<file path="config.mk">
export PLATFORM = sky130hd
export DESIGN_NAME = gmii_tx_arbiter
export DESIGN_NICKNAME = d
export VERILOG_FILES = /design/src/rtl/gmii_tx_arbiter.sv
export SDC_FILE = /design/constraint.sdc
export NUM_CORES = 1
export LEC_CHECK = 0
export ABC_AREA = 1
export CELL_PAD_IN_SITES_DETAIL_PLACEMENT = 1
export CELL_PAD_IN_SITES_GLOBAL_PLACEMENT = 1
export CORE_MARGIN = 3
export CORE_UTILIZATION = 30
export DETAILED_ROUTE_END_ITERATION = 7
export HOLD_SLACK_MARGIN = 0.06
export PLACE_DENSITY_LB_ADDON = 0.1
export SLEW_MARGIN = 20
export SYNTH_ARGS = -nofsm -noshare
export SYNTH_HDL_FRONTEND = slang
export SYNTH_SLANG_ARGS = --single-unit
</file>
<file path="constraint.sdc">
create_clock -name clock -period 1.6 [get_ports clock]
set_input_delay 0.32 -clock clock [delete_from_list [all_inputs] [get_ports clock]]
set_output_delay 0.32 -clock clock [all_outputs]
set_load 0.005 [all_outputs]
</file>
<file path="src/rtl/gmii_tx_arbiter.sv">
// Two-requester GMII transmit arbiter. Round-robin grant per frame, then
// preamble, SFD, payload pass-through and a fixed inter-frame gap. Underruns
// and oversize frames end in a one-cycle error symbol (tx_en=1, tx_er=1).
//
// state     | meaning
// ----------+---------------------------------------------------------------
// IDLE      | no owner; first valid requester is granted at the next edge
// PREAMBLE  | 0x55 for PREAMBLE_BYTES cycles
// SFD       | 0xD5 on the wire; first payload byte may be taken here
// DATA      | payload bytes on the wire; holds one extra cycle after last
// ABORT     | single error symbol after underrun or oversize
// IFG       | wire idle for IFG_BYTES cycles, grant still held
//
// Output registers are loaded from the next state, so the wire always shows
// the pattern of the state the block is in. Timers hold at most 255.

module gmii_tx_arbiter #(
    parameter int PREAMBLE_BYTES = 7,
    parameter int IFG_BYTES      = 12,
    parameter int MAX_BYTES      = 1518
) (
    input  logic       clock,
    input  logic       reset_n,
    input  logic       req0_valid,
    input  logic [7:0] req0_data,
    input  logic       req0_last,
    input  logic       req1_valid,
    input  logic [7:0] req1_data,
    input  logic       req1_last,
    output logic       req0_ready,
    output logic       req1_ready,
    output logic [7:0] gmii_txd,
    output logic       gmii_tx_en,
    output logic       gmii_tx_er,
    output logic [1:0] grant,
    output logic       busy
);

    typedef enum logic [2:0] {
        S_IDLE     = 3'd0,
        S_PREAMBLE = 3'd1,
        S_SFD      = 3'd2,
        S_DATA     = 3'd3,
        S_ABORT    = 3'd4,
        S_IFG      = 3'd5
    } state_t;

    state_t      state_q, state_d;
    logic [7:0]  tmr_q, tmr_d;
    logic [10:0] cnt_q, cnt_d;
    logic        done_q, done_d;
    logic [1:0]  grant_q, grant_d;
    logic        last_q, last_d;
    logic [7:0]  txd_q, txd_d;
    logic        tx_en_q, tx_en_d;
    logic        tx_er_q, tx_er_d;

    logic        sel_valid;
    logic [7:0]  sel_data;
    logic        sel_last;
    logic        take_ok;
    logic        accept;
    logic        pick1;

    // Route the owner's stream and decide whether a byte can be taken this cycle
    always_comb begin
        sel_valid = grant_q[1] ? req1_valid : req0_valid;
        sel_data  = grant_q[1] ? req1_data  : req0_data;
        sel_last  = grant_q[1] ? req1_last  : req0_last;
        // ready drops once last is taken, and also once MAX_BYTES are taken so
        // the oversize byte is never accepted
        take_ok   = (state_q == S_SFD) ||
                    ((state_q == S_DATA) && !done_q && (cnt_q != 11'(MAX_BYTES)));
        accept    = take_ok && sel_valid;
    end

    assign req0_ready = take_ok & grant_q[0];
    assign req1_ready = take_ok & grant_q[1];

    // Next-state, timers, payload counter, arbitration and wire pattern
    always_comb begin
        state_d = state_q;
        tmr_d   = tmr_q;
        cnt_d   = cnt_q;
        done_d  = done_q;
        grant_d = grant_q;
        last_d  = last_q;
        pick1   = 1'b0;
        txd_d   = 8'h00;
        tx_en_d = 1'b0;
        tx_er_d = 1'b0;

        case (state_q)
            S_IDLE: begin
                if (req0_valid || req1_valid) begin
                    // on a tie, serve whoever was not served last
                    pick1   = req1_valid && (!req0_valid || !last_q);
                    grant_d = pick1 ? 2'b10 : 2'b01;
                    last_d  = pick1;
                    state_d = S_PREAMBLE;
                    tmr_d   = 8'(PREAMBLE_BYTES - 1);
                    cnt_d   = 11'd0;
                    done_d  = 1'b0;
                end
            end
            S_PREAMBLE: begin
                if (tmr_q == 8'd0) begin
                    state_d = S_SFD;
                end else begin
                    tmr_d = tmr_q - 8'd1;
                end
            end
            S_SFD, S_DATA: begin
                if (take_ok) begin
                    if (sel_valid) begin
                        cnt_d   = cnt_q + 11'd1;
                        done_d  = sel_last;
                        state_d = S_DATA;
                    end else begin
                        state_d = S_ABORT;
                    end
                end else if (done_q) begin
                    state_d = S_IFG;
                    tmr_d   = 8'(IFG_BYTES - 1);
                end else begin
                    state_d = S_ABORT;
                end
            end
            S_ABORT: begin
                state_d = S_IFG;
                tmr_d   = 8'(IFG_BYTES - 1);
            end
            S_IFG: begin
                if (tmr_q == 8'd0) begin
                    state_d = S_IDLE;
                    grant_d = 2'b00;
                end else begin
                    tmr_d = tmr_q - 8'd1;
                end
            end
            default: begin
                state_d = S_IDLE;
                grant_d = 2'b00;
            end
        endcase

        if (accept) begin
            txd_d   = sel_data;
            tx_en_d = 1'b1;
        end else begin
            case (state_d)
                S_PREAMBLE: begin
                    txd_d   = 8'h55;
                    tx_en_d = 1'b1;
                end
                S_SFD: begin
                    txd_d   = 8'hD5;
                    tx_en_d = 1'b1;
                end
                S_ABORT: begin
                    tx_en_d = 1'b1;
                    tx_er_d = 1'b1;
                end
                default: ;
            endcase
        end
    end

    // State and output registers; reset clears everything mid-frame
    always_ff @(posedge clock or negedge reset_n) begin
        if (!reset_n) begin
            state_q <= S_IDLE;
            tmr_q   <= 8'd0;
            cnt_q   <= 11'd0;
            done_q  <= 1'b0;
            grant_q <= 2'b00;
            last_q  <= 1'b1;
            txd_q   <= 8'h00;
            tx_en_q <= 1'b0;
            tx_er_q <= 1'b0;
        end else begin
            state_q <= state_d;
            tmr_q   <= tmr_d;
            cnt_q   <= cnt_d;
            done_q  <= done_d;
            grant_q <= grant_d;
            last_q  <= last_d;
            txd_q   <= txd_d;
            tx_en_q <= tx_en_d;
            tx_er_q <= tx_er_d;
        end
    end

    assign gmii_txd   = txd_q;
    assign gmii_tx_en = tx_en_q;
    assign gmii_tx_er = tx_er_q;
    assign grant      = grant_q;
    assign busy       = (state_q != S_IDLE);

endmodule

</file>
==> flow_summary_export.csv <==
group,metric,value,unit
global_routing,grt_max_degree,37,
floorplan,fp.dieH,90.2,um
drt,met3_length,232,um
pwr,leakagePower,1.59,nW
cts,numCtsBuffers,5,
worst_hold_path,worstHoldPathType,"reg -> reg",
drt,detail-route-antenna-nets,0,
synth,async_reset_ff_frac,1.00,
outcome,violations,"negative setup slack",
cells_and_area,area_growth_syn_to_layout,64.5,%
synth,ys.flop_type,"dfrtp_1",
cells_and_area,area.sequential,903,um2
cts,cts_sinks,36,
synth,syn_area,2130,um2
drt,dr_wl_met2,3350,um
cells_and_area,num_antenna_cells,0,
drt,drt_iter0_drc,71,
cts,clk_latency,300,ps
sta,slew-limit-headroom,0.665,
synth,synthCells,277,
synth,synth_edf_count,0,
global_routing,grt.overflow.total,0,
cts,cts.path.max_buffers,2,
synth,synth_top_area_cell,"dfrtp_1",
floorplan,fp-row-count,30,
floorplan,coreArea,6830,um2
sta,setup_ws,-211,ps
sta,final-setup-viol-count,22,
cells_and_area,multi_input_area,1390,um2
sta,worst_pin_slew,500,ps
setup_path,crit_path_start_kind,"flop",
synth,synth-seq-cells,36,
sta,hold_viol,0,
synth,yosys_warnings,0,
floorplan,start_util,0.312,
sta,fin_crit_sh,1.13,
setup_path,cp.arrival,1490,ps
flow_run,drv_cap,0,
drt,vias_per_cell,4.64,
drt,num_vias,2167,
floorplan,io_pins,37,
synth,post-synth-top-count-cell,"nand2_1",
synth,ys_seq_area_frac,0.424,
cts,clockRootBuffer,"clkbuf_8",
drt,maxUsedRoutingLayer,"met4",
pwr,p_total,5.22,mW
cells_and_area,fillerInstances,827,
synth,syn_area_per_cell,7.68,um2
cts,clkTransAtPathRegs,70,ps
synth,synth_top_cell_area_share,0.412,
place,dpl.hpwl,4550,um
sta,fin_crit,1810,ps
sta,fin_skew,11.4,ps
synth,ys_top_cells_by_count,"79 x nand2_1, 35 x dfrtp_1, 30 x nor2_1",
outcome,status,"complete, but fails checks",
floorplan,design.die.area,8140,um2
pwr,power_density,1490,nW/um2
floorplan,fp.dieW,90.2,um
setup_path,end_kind,"primary output",
global_routing,gr-usage-all-layers,0.160,
synth,synthTopCellsByArea,"dfrtp_1 41%, nand2_1 14%, o21ai_2 5.8%",
place,pre_cts_ws,-235,ps
drt,firstDrtPassIters,4,
sta,tns,-1310,ps
cells_and_area,drive_above_1_share,0.423,
setup_path,path_class,"reg -> out",
setup_path,cp.required,1280,ps
place,numPortBuffers,36,
cells_and_area,fin_nets,395,
setup_path,cp_max_fo,2,
place,finalWeightedCongestion,0.781,
sta,grt_setup_unrepaired,"true",
synth,synthDistinctLibCells,32,
global_routing,grt_pass1_wl,10600,um
sta,fmax,552,MHz
global_routing,grt_pass1_vias,2267,
cts,cts.htree.levels,2,
synth,syn_nets,302,
drt,drc_errors,0,
drt,m1WireLength,2990,um
drt,routed_wl,6670,um
sta,slew_violations,0,
global_routing,antenna_found_initial,0,
drt,wire_per_inst,14.3,um
cts,cts_tree,"yes",
pwr,irDropWorstVdd,0.503,mV
[flip-flops by register name (all words and copies together), names as in the netlist]
| name | cells |
|---|---|
| cnt_q | 11 |
| gmii_txd | 8 |
| tmr_q | 8 |
| state_q | 3 |
| grant | 2 |
| done_q | 1 |
| gmii_tx_en | 1 |
| gmii_tx_er | 1 |
| last_q | 1 |
[worst max-delay path, stage by stage (launching register included)]
cell and delay, ps:
dfrtp_1 380, inv_1 60, ha_2 150, nand2_1 40
inv_1 60, nand3_2 60, o21ai_2 140, nand2_2 80
inv_2 70, nor2_1 40, buf_2 110
[area by class of cell]
class | instances | share of cell area
sequential | 36 | 0.258
clock inverter | 3 | 0.0122
tap | 96 | 0.0343
multi-input combinational | 206 | 0.397
clock buffer | 5 | 0.0197
timing repair buffer | 91 | 0.246
inverter | 30 | 0.0329
[through the flow]
step | cell area (um2) | hold slack (ps) | utilization | cells
floorplan | 2130 | 24.4 | - | 277
finish | 3500 | 494 | 0.512 | 467
CTS | 3130 | 506 | 0.458 | 460
detailed placement | 2900 | 305 | 0.425 | 448
global route | 3500 | 525 | 0.512 | 467
global placement | 2900 | 300 | 0.425 | 448
[final timing paths]
check                      slack, ps  cells past startpoint                    end                 start
setup / recovery                -210                     10             req0_ready  cnt_q[0]$_DFFE_PN0P_
hold / removal                   490                      2     last_q$_DFFE_PN1P_    last_q$_DFFE_PN1P_
setup reg to reg                 -90                     11  gmii_txd[4]$_DFF_PN0_  tmr_q[1]$_DFFE_PN0P_
hold reg to reg                  490                      2     last_q$_DFFE_PN1P_    last_q$_DFFE_PN1P_
max in group asynchronous        820                      3     last_q$_DFFE_PN1P_               reset_n
min in group asynchronous        510                      3   cnt_q[5]$_DFFE_PN0P_               reset_n
[placed cells by master (no fill, tap or decap), drive strengths merged, types with 2 or more instances in the layout]
| cell type | Yosys | final |
|---|---|---|
| a21oi | 9 | 9 |
| nand2 | 84 | 84 |
| dfrtp | 35 | 35 |
| ha | 3 | 3 |
| nor3 | 2 | 2 |
| nand3 | 27 | 27 |
| xor2 | 6 | 6 |
| clkbuf | 2 | 6 |
| buf | 3 | 57 |
| nor2 | 33 | 33 |
| nand3b | 2 | 2 |
| o21ai | 26 | 26 |
| nand4 | 6 | 6 |
| clkdlybuf4s50 | 0 | 31 |
| clkinv | 1 | 2 |
| or2 | 4 | 4 |
| inv | 29 | 29 |
| a31oi | 2 | 2 |
[report_power, final]
| group | total [mW] | switching, mW | internal (mW) |
|---|---|---|---|
| clock network | 0.841 | 0.380 | 0.462 |
| logic | 3.08 | 1.65 | 1.43 |
| registers | 1.30 | 0.125 | 1.17 |
[what timing repair did]
| item | 4_1_cts | 5_1_grt |
|---|---|---|
| gates cloned | 1 | 2 |
| buffers inserted | 2 | 5 |
| endpoints found under the setup margin | 29 | 38 |
| pin swaps | 8 | 18 |
| gates resized for setup | 43 | 75 |
| hold buffers | 1 | 0 |
| endpoints found under the hold margin | 35 | 0 |
[kinds of logic after synthesis]
group,Yosys count,synth area share
adder cells (fa/ha/maj),3,0.0176
buffers and inverters,35,0.0741
AO/OA/AOI/OAI,38,0.119
AND/OR/NAND/NOR,158,0.337
flip-flops,36,0.424
XOR/XNOR,7,0.0288
[layer usage]
metal,vias up,global-route usage
met5,-,0
met4,0,0.0434
met3,8,0.0335
met2,41,0.271
met1,1037,0.205
li1,1081,-
(Power assumes the default switching activity.)
